==> src/rtl/vsync_rx.sv <==
// vsync_rx: frame-length checker and lock FSM regenerating line count, vblank and 4V from hsync/vsync
module vsync_rx #(
  parameter int LINES         = 262,
  parameter int VS_LINE       = 4,
  parameter int VBL_LINES     = 16,
  parameter int LOCK_FRAMES   = 3,
  parameter int UNLOCK_MISSES = 2
) (
  input  logic       clk,
  input  logic       reset,
  input  logic       hsync_in,
  input  logic       vsync_in,
  output logic [8:0] vcnt,
  output logic       vblank_out,
  output logic       v4,
  output logic       locked,
  output logic       frame_start,
  output logic       frame_err
);
  localparam int GW = $clog2(LOCK_FRAMES + 1);
  localparam int MW = $clog2(UNLOCK_MISSES + 1);
  typedef enum logic [1:0] {HUNT, CHECK, LOCKED} state_t;
  state_t state_q, state_d;
  logic hsync_q, vsync_q, hs_rise, vs_rise, timeout, good;
  logic [8:0] frame_len_q, frame_len_d, vcnt_q, vcnt_d;
  logic [GW-1:0] good_cnt_q, good_cnt_d, good_inc;
  logic [MW-1:0] miss_cnt_q, miss_cnt_d, miss_inc;
  logic vblank_q, v4_q, locked_q, frame_start_q, frame_err_q, frame_start_d, frame_err_d;
  assign hs_rise  = hsync_in & ~hsync_q;
  assign vs_rise  = vsync_in & ~vsync_q;
  // timeout fires only on the step 510 -> 511; the counter then sticks so it cannot refire
  assign timeout  = hs_rise & ~vs_rise & (frame_len_q == 9'd510);
  assign good     = frame_len_q == 9'(LINES);
  assign good_inc = good_cnt_q + 1'b1;
  assign miss_inc = miss_cnt_q + 1'b1;
  assign vcnt        = vcnt_q;
  assign vblank_out  = vblank_q;
  assign v4          = v4_q;
  assign locked      = locked_q;
  assign frame_start = frame_start_q;
  assign frame_err   = frame_err_q;
  // frame length counter and recovered line counter
  always_comb begin
    frame_len_d = vs_rise ? {8'd0, hs_rise}
                : (hs_rise && frame_len_q != 9'd511) ? frame_len_q + 9'd1 : frame_len_q;
    vcnt_d      = vs_rise ? 9'(VS_LINE) + {8'd0, hs_rise}
                : hs_rise ? ((vcnt_q == 9'(LINES - 1)) ? 9'd0 : vcnt_q + 9'd1) : vcnt_q;
  end
  // lock FSM next state; judged only on vsync edges and on timeout
  always_comb begin
    state_d       = state_q;
    good_cnt_d    = good_cnt_q;
    miss_cnt_d    = miss_cnt_q;
    frame_start_d = 1'b0;
    frame_err_d   = 1'b0;
    case (state_q)
      HUNT: if (vs_rise) begin
        state_d    = CHECK;
        good_cnt_d = '0;
      end
      CHECK: if (vs_rise && good) begin
        good_cnt_d = good_inc;
        if (good_inc == GW'(LOCK_FRAMES)) begin
          state_d       = LOCKED;
          miss_cnt_d    = '0;
          frame_start_d = 1'b1;
        end
      end else if (vs_rise) begin
        good_cnt_d  = '0;
        frame_err_d = 1'b1;
      end else if (timeout) begin
        frame_err_d = 1'b1;
        state_d     = HUNT;
      end
      LOCKED: if (vs_rise && good) begin
        miss_cnt_d    = '0;
        frame_start_d = 1'b1;
      end else if (vs_rise) begin
        frame_err_d = 1'b1;
        miss_cnt_d  = miss_inc;
        if (miss_inc == MW'(UNLOCK_MISSES)) state_d = HUNT;
        else frame_start_d = 1'b1;
      end else if (timeout) begin
        frame_err_d = 1'b1;
        state_d     = HUNT;
      end
      default: state_d = HUNT;
    endcase
  end
  // all state and outputs registered; decoded outputs come from next-state vcnt to stay aligned
  always_ff @(posedge clk or negedge reset) begin
    if (!reset) begin
      hsync_q       <= 1'b0;
      vsync_q       <= 1'b0;
      frame_len_q   <= '0;
      vcnt_q        <= '0;
      state_q       <= HUNT;
      good_cnt_q    <= '0;
      miss_cnt_q    <= '0;
      vblank_q      <= 1'b1;
      v4_q          <= 1'b0;
      locked_q      <= 1'b0;
      frame_start_q <= 1'b0;
      frame_err_q   <= 1'b0;
    end else begin
      hsync_q       <= hsync_in;
      vsync_q       <= vsync_in;
      frame_len_q   <= frame_len_d;
      vcnt_q        <= vcnt_d;
      state_q       <= state_d;
      good_cnt_q    <= good_cnt_d;
      miss_cnt_q    <= miss_cnt_d;
      vblank_q      <= vcnt_d < 9'(VBL_LINES);
      v4_q          <= vcnt_d[2];
      locked_q      <= state_d == LOCKED;
      frame_start_q <= frame_start_d;
      frame_err_q   <= frame_err_d;
    end
  end
endmodule

==> config.mk <==
export PLATFORM = sky130hd
export DESIGN_NAME = vsync_rx
export DESIGN_NICKNAME = d
export VERILOG_FILES = /design/src/rtl/vsync_rx.sv
export SDC_FILE = /design/constraint.sdc
export NUM_CORES = 1
export LEC_CHECK = 0
export CORE_MARGIN = 5
export CORE_UTILIZATION = 36
export CTS_BUF_LIST = sky130_fd_sc_hd__clkbuf_16
export CTS_CLUSTER_DIAMETER = 200
export DETAILED_ROUTE_END_ITERATION = 7
export HOLD_SLACK_MARGIN = 0.08
export SYNTH_ARGS = -nofsm -noshare
export SYNTH_HDL_FRONTEND = slang
export SYNTH_SLANG_ARGS = --single-unit
==> constraint.sdc <==
create_clock -name clk -period 3.1 [get_ports clk]
set_input_delay 0.31 -clock clk [delete_from_list [all_inputs] [get_ports clk]]
set_output_delay 0.31 -clock clk [all_outputs]
set_load 0.02 [all_outputs]
==> impl_metrics.yaml, run 1 <==
power_and_ir_drop:
  powerDensity_mw_per_mm2: 544
  power_switching_mw: 0.297
  irDropWorstVdd_v: 0.000397
  internal-power_mw: 0.805
  power.share.clock_pct: 40.6
  cellLeakagePower_nw: 0.874
  seqPwrFrac_pct: 41.2
  swShare_pct: 27.0
  p_comb_share_pct: 18.2
setup_path:
  path_max_fanout: 7
  arrival_ns: 2.37
  rrSetupSlack_ns: 0.89
  cp-endpoint: "frame_len_q[7]$_DFFE_PN0P_"
  crit_type: "reg -> reg"
  r2r-start: "frame_len_q[0]$_DFFE_PN0P_"
  rr_worst_depth: 9
  startpoint: "frame_len_q[0]$_DFFE_PN0P_"
  crit_path_end_kind: "flop"
  cp.required_ns: 3.26
  r2r_end: "frame_len_q[7]$_DFFE_PN0P_"
  critPathLaunchType: "flop"
routing:
  vias_per_cell: 5.20
  dr.pass1.iters: 4
  drc: 0
  ant_nets: 0
  routedWlPerCell_um: 13.4
  vias: 1247
  first_iter_violations: 59
  postRouteWirelength_um: 3210
yosys:
  yosys.area.top_type: "dfrtp_1"
  yosys-top-cells-area: "dfrtp_1, ha_1, xor2_1"
  ys_warn_count: 0
  yosysUniqueCellTypes: 41
  synth_seq_cells: 30
  synth_flop_cell: "dfrtp_1"
  syn_inst: 165
  yosys.area.top_type_share_pct: 43.8
  async_reset_ff_share_pct: 100
  synth_edf_count: 0
  synth_seq_area_share_pct: 45.4
  syn-cell-area_mm2: 0.00166
  synth_area_per_cell_um2: 10.0
  synth_fp_nets: 180
finish:
  final_common_cell: "dfrtp_1"
  area_growth_pct: 22.4
  drive_gt1_share_pct: 9.57
  fin_area_mm2: 0.00203
  num-nets-final: 202
  final_cell_count_no_fill: 240
  final_cell_mix: "dfrtp_1, nor2_1, clkdlybuf4s50_1"
  diodes: 0
clocking:
  root_buffer: "clkbuf_16"
  cts-resized-gates: 0
  hold_buffers: 0
  cts_tree: "done"
  clock_path_buffers: 2
  clkSinkCount: 30
  clock_latency_ns: 0.27
  htree_levels: 2
  clk_pin_slew_worst_paths_ns: 0.05
  postCtsSetupRepairBufs: 0
  cts_buffers: 5
die:
  die_h_um: 77.8
  rows: 24
  die-area_mm2: 0.00605
  ios: 18
  start_util_pct: 37.5
  core_mm2: 0.00441
  die_x_um: 77.8
global_routing:
  grt_pass1_vias: 1254
  antenna_found_initial: 0
  grt_max_degree: 31
  grt_pass1_wl_um: 5850
  track_usage_pct: 11.8
  gr-total-overflow: 0
timing:
  setup_viol: 0
  finalHoldViolations: 0
  finalSetupTns_ns: 0
  slew_viol_final: 0
  max_slew_margin_pct: 62.8
  rsz0062_at_grt: "no"
  clock_skew_ns: 0.00793
  final.period_utilization_pct: 71.3
  fmax_mhz: 452
  hold_slack_ns: 0.428
  worst_pin_slew_ns: 0.556
  post-route-min-period_ns: 2.21
  setup_slack_ns: 0.889
placement:
  gp_congestion: 0.793
  io_buffers: 17
  dp_cells: 232
  pre_cts_ws_ns: 0.896
  dpl_cell_area_mm2: 0.00189
  dp_hpwl_um: 2380
flow_run:
  max-cap-violations: 0
status:
  outcome: "completed"
hold_path:
  hold_path.class: "in -> async"
==> kinds of logic after synthesis <==
group                    Yosys count  share of synthesized area, %
AND/OR/NAND/NOR                   71                          26.0
flip-flops                        30                          45.4
AO/OA/AOI/OAI                     29                          10.8
buffers and inverters             12                          2.95
adder cells (fa/ha/maj)           11                          8.31
XOR/XNOR                          10                          5.29
multiplexers                       2                          1.21
==> registers in the layout (all words and copies together), names as in the netlist <==
name / count
frame_len_q: 9
vcnt: 9
good_cnt_q: 2
miss_cnt_q: 2
state_q: 2
frame_err: 1
frame_start: 1
hsync_q: 1
locked: 1
vblank_out: 1
vsync_q: 1
==> Yosys cell counts, types with 2 or more instances <==
master,count
nand4_1,7
nor2_1,17
or3_1,2
o31ai_1,2
nand2b_1,3
dfrtp_1,29
o21ai_0,10
a211oi_1,2
inv_1,8
nand3_1,2
a21oi_1,10
mux2i_1,2
ha_1,11
and3_1,3
nor3_1,3
nand2_1,16
nor3b_1,2
nor2b_1,3
xor2_1,10
clkbuf_1,2
==> worst max-delay path: stages, from the launching register on <==
cell and delay [ns]:
dfrtp_1 0.41, ha_1 0.24, inv_1 0.06, nor3_1 0.05, ha_1 0.23, nor3b_4 0.29, and3_1 0.26, or3b_1 0.37
xor2_1 0.14, nor2_1 0.05
==> routing by layer <==
layer,GRT usage [%],vias to the layer above,share of wire (%)
li1,-,621,-
met1,14.9,595,48
met2,19.2,27,47
met3,3.59,4,4.9
met4,3.61,0,0.69
met5,0,-,0
==> how the worst min path moves through the flow <==
stage                                    startpoint                         end  slack [ns]
final                                         reset  frame_len_q[0]$_DFFE_PN0P_        0.43
after global routing                          reset  frame_len_q[0]$_DFFE_PN0P_        0.48
after CTS                                     reset  frame_len_q[0]$_DFFE_PN0P_        0.45
after detailed placement  good_cnt_q[1]$_DFFE_PN0P_   good_cnt_q[1]$_DFFE_PN0P_        0.48
after global placement    miss_cnt_q[0]$_DFFE_PN0P_   miss_cnt_q[0]$_DFFE_PN0P_        0.47
after floorplan                               reset         frame_err$_DFF_PN0_        0.01
==> metrics by stage <==
stage,total power [mW],utilization (%)
finish,1.10,45.9
CTS,1.12,45.9
global route,1.18,45.9
detailed placement,0.663,42.7
floorplan,0.596,-
global placement,0.656,42.7
==> power by group through the flow <==
stage	sequential (mW)	clock, mW	combinational (mW)
6_report	0.455	0.447	0.200
5_1_grt	0.460	0.485	0.234
3_5_place_dp	0.461	0	0.202
2_1_floorplan	0.462	0	0.133
3_3_place_gp	0.458	0	0.198
4_1_cts	0.455	0.464	0.203
==> cell type report <==
cell class | count | area (um^2)
clock buffers | 5 | 125
multi-input cells | 123 | 855
clock inverters | 3 | 13.8
fillers | 398 | 2390
flip-flops and latches | 30 | 752
well taps | 52 | 65.1
repair buffers | 19 | 185
inverters | 8 | 30.0
Power figures use the tool's default switching activity.
==> inputs of run 2 (changes only) <==
==> constraint.sdc (replaced) <==
create_clock -name clk -period 1.82 [get_ports clk]
set_input_delay 0.182 -clock clk [delete_from_list [all_inputs] [get_ports clk]]
set_output_delay 0.182 -clock clk [all_outputs]
set_load 0.02 [all_outputs]
==> run 2 against run 1 <==
  * Cell count up 14%
  * Highest routed layer unchanged
  * The flow now finishes with violations (setup timing)
  * Non-clock buffer count up 33
  * Largest cell class unchanged
  * Total power up 98%
  * Critical path depth unchanged
  * Combinational power up 150%
  * Critical path type unchanged
  * Critical endpoint unchanged
  * Hold slack worse by 0.12 ns
  * Count of clock-buffer cells in the layout unchanged
  * Via count up 11%
  * Clock skew about the same
  * Die area unchanged
==> impl_metrics.yaml, run 2 (synthesis gave the netlist of run 1 again) <==
timing:
  finalHoldViolations: 0
  clock_skew_ns: 0.00780
  post-route-min-period_ns: 1.94
  worst_pin_slew_ns: 0.383
  finalSetupTns_ns: -0.161
  fmax_mhz: 516
  max_slew_margin_pct: 74.5
  final.period_utilization_pct: 106
  setup_slack_ns: -0.117
  setup_viol: 3
  slew_viol_final: 0
  rsz0062_at_grt: "yes"
die:
  rows: 24
  ios: 18
  core_mm2: 0.00441
  die-area_mm2: 0.00605
  start_util_pct: 37.5
  die_x_um: 77.8
  die_h_um: 77.8
global_routing:
  grt_pass1_vias: 1390
  antenna_found_initial: 0
  track_usage_pct: 13.5
  grt_max_degree: 31
  gr-total-overflow: 0
  grt_pass1_wl_um: 6530
setup_path:
  crit_type: "reg -> reg"
  path_max_fanout: 2
  crit_path_end_kind: "flop"
  critPathLaunchType: "flop"
  arrival_ns: 2.11
  cp.required_ns: 1.99
  rrSetupSlack_ns: -0.12
placement:
  gp_congestion: 0.871
  io_buffers: 17
  pre_cts_ws_ns: -0.0868
  dp_hpwl_um: 2820
clocking:
  cts_tree: "done"
  cts_buffers: 5
  clkSinkCount: 30
  htree_levels: 2
  root_buffer: "clkbuf_16"
  clock_latency_ns: 0.28
  clock_path_buffers: 2
  clk_pin_slew_worst_paths_ns: 0.05
routing:
  first_iter_violations: 110
  routedWlPerCell_um: 14.4
  drc: 0
  vias_per_cell: 5.09
  ant_nets: 0
  vias: 1390
  dr.pass1.iters: 4
  postRouteWirelength_um: 3940
finish:
  diodes: 0
  final_common_cell: "buf_4"
  final_cell_mix: "buf_4, dfrtp_1, nor2_1, clkdlybuf4s50_1, nand2_1"
  area_growth_pct: 46.3
  num-nets-final: 235
  post-route-util_pct: 54.9
  drive_gt1_share_pct: 34.4
status:
  outcome: "complete, but fails checks"
  violations: "setup timing"
power_and_ir_drop:
  cellLeakagePower_nw: 1.05
  seqPwrFrac_pct: 35.1
  power.share.clock_pct: 42.3
  swShare_pct: 27.2
  power_switching_mw: 0.593
  powerDensity_mw_per_mm2: 901
  p_comb_share_pct: 22.6
  internal-power_mw: 1.59
  irDropWorstVdd_v: 0.000379
hold_path:
  hold_path.class: "in -> async"
flow_run:
  max-cap-violations: 0
-- run 2: changes by cell type in the layout (fill, tap and decap cells not counted), sizes merged --
cell    change
buf        +33
bufinv      +1
clkinv      -1
-- run 2: what timing repair did --
action / in CTS / in global routing
resized for setup: 4 / 28
pin swaps: 1 / 15
hold buffers: 0 / 0
setup buffers: 0 / 5
setup endpoints to repair: 5 / 15
-- run 2: area by class of cell --
type                       instances  area, um^2
sequential                        30         754
clock buffer                       5         125
timing repair buffer              52         437
clock inverter                     3        37.5
inverter                           8        32.5
tap                               52        65.1
multi-input combinational        123         971
fill                             381        1990
-- run 2: routing by layer --
metal  track usage [%]  up-vias  wire, um  part of all wire [%]
li1                  -      690         -                     -
met1              16.9      671      1780                    45
met2              21.3       22      1930                    49
met3              4.75        7       174                   4.4
met4              4.98        0        52                   1.3
met5                 0        -         0                     0
-- run 2: per-stage QoR --
step / area [um^2] / hold slack (ns) / power, mW / instances
floorplan: 1670 / -0.114 / 1.02 / 165
global placement: 2120 / 0.468 / 1.16 / 261
detailed placement: 2120 / 0.484 / 1.18 / 261
CTS: 2300 / 0.325 / 2.13 / 269
global route: 2420 / 0.360 / 2.29 / 273
finish: 2420 / 0.310 / 2.18 / 273
-- run 2: worst paths after layout --
kind	cells after the start	to	startpoint
max in group asynchronous	2	vblank_out$_DFF_PN1_	reset
min reg2reg	1	good_cnt_q[0]$_DFFE_PN0P_	good_cnt_q[0]$_DFFE_PN0P_
max	9	frame_len_q[7]$_DFFE_PN0P_	frame_len_q[1]$_DFFE_PN0P_
max reg2reg	9	frame_len_q[7]$_DFFE_PN0P_	frame_len_q[1]$_DFFE_PN0P_
min in group clk	1	vsync_q$_DFF_PN0_	vsync_in
min	2	vcnt[7]$_DFF_PN0_	reset
-- run 2: critical path: stages (launching register included) --
cell and delay [ns]:
dfrtp_1 0.38, ha_2 0.19, inv_2 0.05, nor3_2 0.03
ha_2 0.19, nor3b_4 0.20, and3_4 0.21, or3b_4 0.37
xor2_1 0.16, nor2_1 0.05
-- run 2: power by group through the flow --
| stage | Clock, mW | Sequential (mW) | Combinational, mW |
|---|---|---|---|
| after detailed placement | 0 | 0.774 | 0.405 |
| after CTS | 0.943 | 0.765 | 0.419 |
| after global placement | 0 | 0.769 | 0.393 |
| final | 0.923 | 0.767 | 0.493 |
| after floorplan | 0 | 0.790 | 0.228 |
| after global routing | 0.976 | 0.772 | 0.546 |
==> inputs of run 3 (changes only) <==
--- a/config.mk
+++ b/config.mk
@@ -5,7 +5,6 @@
 export SDC_FILE = /design/constraint.sdc
 export NUM_CORES = 1
 export LEC_CHECK = 0
-export CORE_MARGIN = 5
 export CORE_UTILIZATION = 36
 export CTS_BUF_LIST = sky130_fd_sc_hd__clkbuf_16
 export CTS_CLUSTER_DIAMETER = 200
@@ -14,3 +13,4 @@
 export SYNTH_ARGS = -nofsm -noshare
 export SYNTH_HDL_FRONTEND = slang
 export SYNTH_SLANG_ARGS = --single-unit
+export TNS_END_PERCENT = 20
==> run 3 against run 2 <==
  * The run still ends with setup timing left
  * Setup slack gained 0.014 ns
  * Sequential cell count is the same
  * Via count decreased by 1.3%
  * Maximum frequency is 0.71% higher
  * Die area fell by 20%
  * Clock power shrank 17%
  * Highest routed layer unchanged
==> impl_metrics.yaml, run 3 (synthesis gave the netlist of run 1 again) <==
setup_path:
  critPathLaunchType: "flop"
  startpoint: "frame_len_q[0]$_DFFE_PN0P_"
  cp.depth: 9
  crit_path_end_kind: "flop"
  max_stage_delay_ns: 0.38
  critical_path.most_common_cell: "ha_2"
  cp.required_ns: 2.02
  r2r_end: "frame_len_q[7]$_DFFE_PN0P_"
  crit_type: "reg -> reg"
  cp_top_family: "simple AND/OR/NAND/NOR gates"
  rrSetupSlack_ns: -0.10
  arrival_ns: 2.12
  path_max_fanout: 3
  crit_chain: "ha_2, inv_2, nor3_2, ha_2, nor3b_4, and3_4, or3b_4, xor2_1, nor2_1"
  rr_worst_depth: 9
  r2r-start: "frame_len_q[0]$_DFFE_PN0P_"
  cp_slowest_cell: "dfrtp_1"
  path_buf_inv: 1
routing:
  vias: 1372
  drc: 0
  postRouteWirelength_um: 3690
  ant_nets: 0
  dr.pass1.iters: 4
  first_iter_violations: 109
  routedWlPerCell_um: 13.8
  vias_per_cell: 5.12
placement:
  io_buffers: 17
  dp_hpwl_um: 2610
  dp_cells: 259
  dpl_cell_area_mm2: 0.00210
  gp_congestion: 0.863
  pre_cts_ws_ns: -0.196
global_routing:
  grt.met1_usage_pct: 21.2
  grt.busiest_layer: "met2"
  track_usage_pct: 16.9
  use_met3_pct: 4.94
  grt_max_degree: 31
  gr-total-overflow: 0
  grt_pass1_wl_um: 6480
  antenna_found_initial: 0
  grtUsageMet2_pct: 27.0
  grt_pass1_vias: 1414
clocking:
  clock_latency_ns: 0.27
  cts_tree: "done"
  hold_buffers: 0
  clk_pin_slew_worst_paths_ns: 0.05
  cts_buffers: 5
  root_buffer: "clkbuf_16"
  clock_path_buffers: 2
  clkSinkCount: 30
  htree_levels: 2
power_and_ir_drop:
  power_switching_mw: 0.541
  p_comb_share_pct: 22.4
  cellLeakagePower_nw: 1.01
  powerDensity_mw_per_mm2: 858
  power.share.clock_pct: 38.9
  irDropWorstVdd_v: 0.000377
  seqPwrFrac_pct: 38.8
  power_mw: 1.96
  swShare_pct: 27.6
  internal-power_mw: 1.42
finish:
  fin_area_mm2: 0.00228
  nFillCells: 406
  post-route-util_pct: 52.1
  seq_area_um2: 752
  final_common_cell: "buf_4"
  final_cell_mix: "buf_4, dfrtp_1, nor2_1, clkdlybuf4s50_1, nand2_1"
  multiInputGateArea_um2: 903
  drive_gt1_share_pct: 26.9
  num-nets-final: 230
  diodes: 0
  area_growth_pct: 37.9
  final_cell_count_no_fill: 268
status:
  outcome: "complete, but fails checks"
  violations: "setup timing"
die:
  start_util_pct: 37.8
  die-area_mm2: 0.00487
  die_x_um: 69.8
  core_mm2: 0.00438
  rows: 24
  die_h_um: 69.8
  ios: 18
timing:
  max_slew_margin_pct: 74.7
  hold_slack_ns: 0.310
  slew_viol_final: 0
  fmax_mhz: 520
  setup_slack_ns: -0.104
  setup_viol: 2
  finalHoldViolations: 0
  clock_skew_ns: 0.00336
  finalSetupTns_ns: -0.135
  rsz0062_at_grt: "yes"
  post-route-min-period_ns: 1.92
  worst_pin_slew_ns: 0.379
  final.period_utilization_pct: 106
flow_run:
  max-cap-violations: 0
hold_path:
  hold_path.class: "in -> async"
## run 3: layer usage
layer,part of all wire [%],up-vias
li1,-,681
met1,46,655
met2,49,30
met3,4.1,6
met4,1.5,0
met5,0,-
## run 3: what timing repair did
action                                  CTS  global route
endpoints found under the hold margin     0             0
pin swaps                                 1             4
setup buffers                             0             1
endpoints found under the setup margin    5            14
resized for setup                         2            11
## run 3: worst register-to-register path, cell delays in order (launching register included)
cell and delay, ns:
dfrtp_1 0.38, ha_2 0.20, inv_2 0.05, nor3_2 0.03
ha_2 0.19, nor3b_4 0.20, and3_4 0.21, or3b_4 0.37
xor2_1 0.14, nor2_1 0.09
## run 3: worst max path at each step
stage,slack [ns],endpoint
final,-0.10,frame_len_q[7]$_DFFE_PN0P_
after floorplan,-0.21,frame_len_q[7]$_DFFE_PN0P_
after global routing,-0.19,frame_len_q[7]$_DFFE_PN0P_
after global placement,-0.06,locked$_DFF_PN0_
after CTS,-0.10,frame_len_q[7]$_DFFE_PN0P_
after detailed placement,-0.20,locked$_DFF_PN0_
## run 3: area by class of cell
type	instances	share of cell area, %
Clock buffer	5	5.48
Inverter	8	1.32
Clock inverter	3	0.548
Multi-Input combinational cell	123	39.6
Tap cell	52	2.85
Timing Repair Buffer	47	17.3
Sequential cell	30	32.9
## run 3: power by group through the flow
stage               clock (mW)  combinational, mW  sequential [mW]
finish                   0.762              0.438            0.760
CTS                      0.778              0.410            0.760
global placement             0              0.392            0.767
detailed placement           0              0.400            0.771
floorplan                    0              0.228            0.788
global route             0.821              0.493            0.766
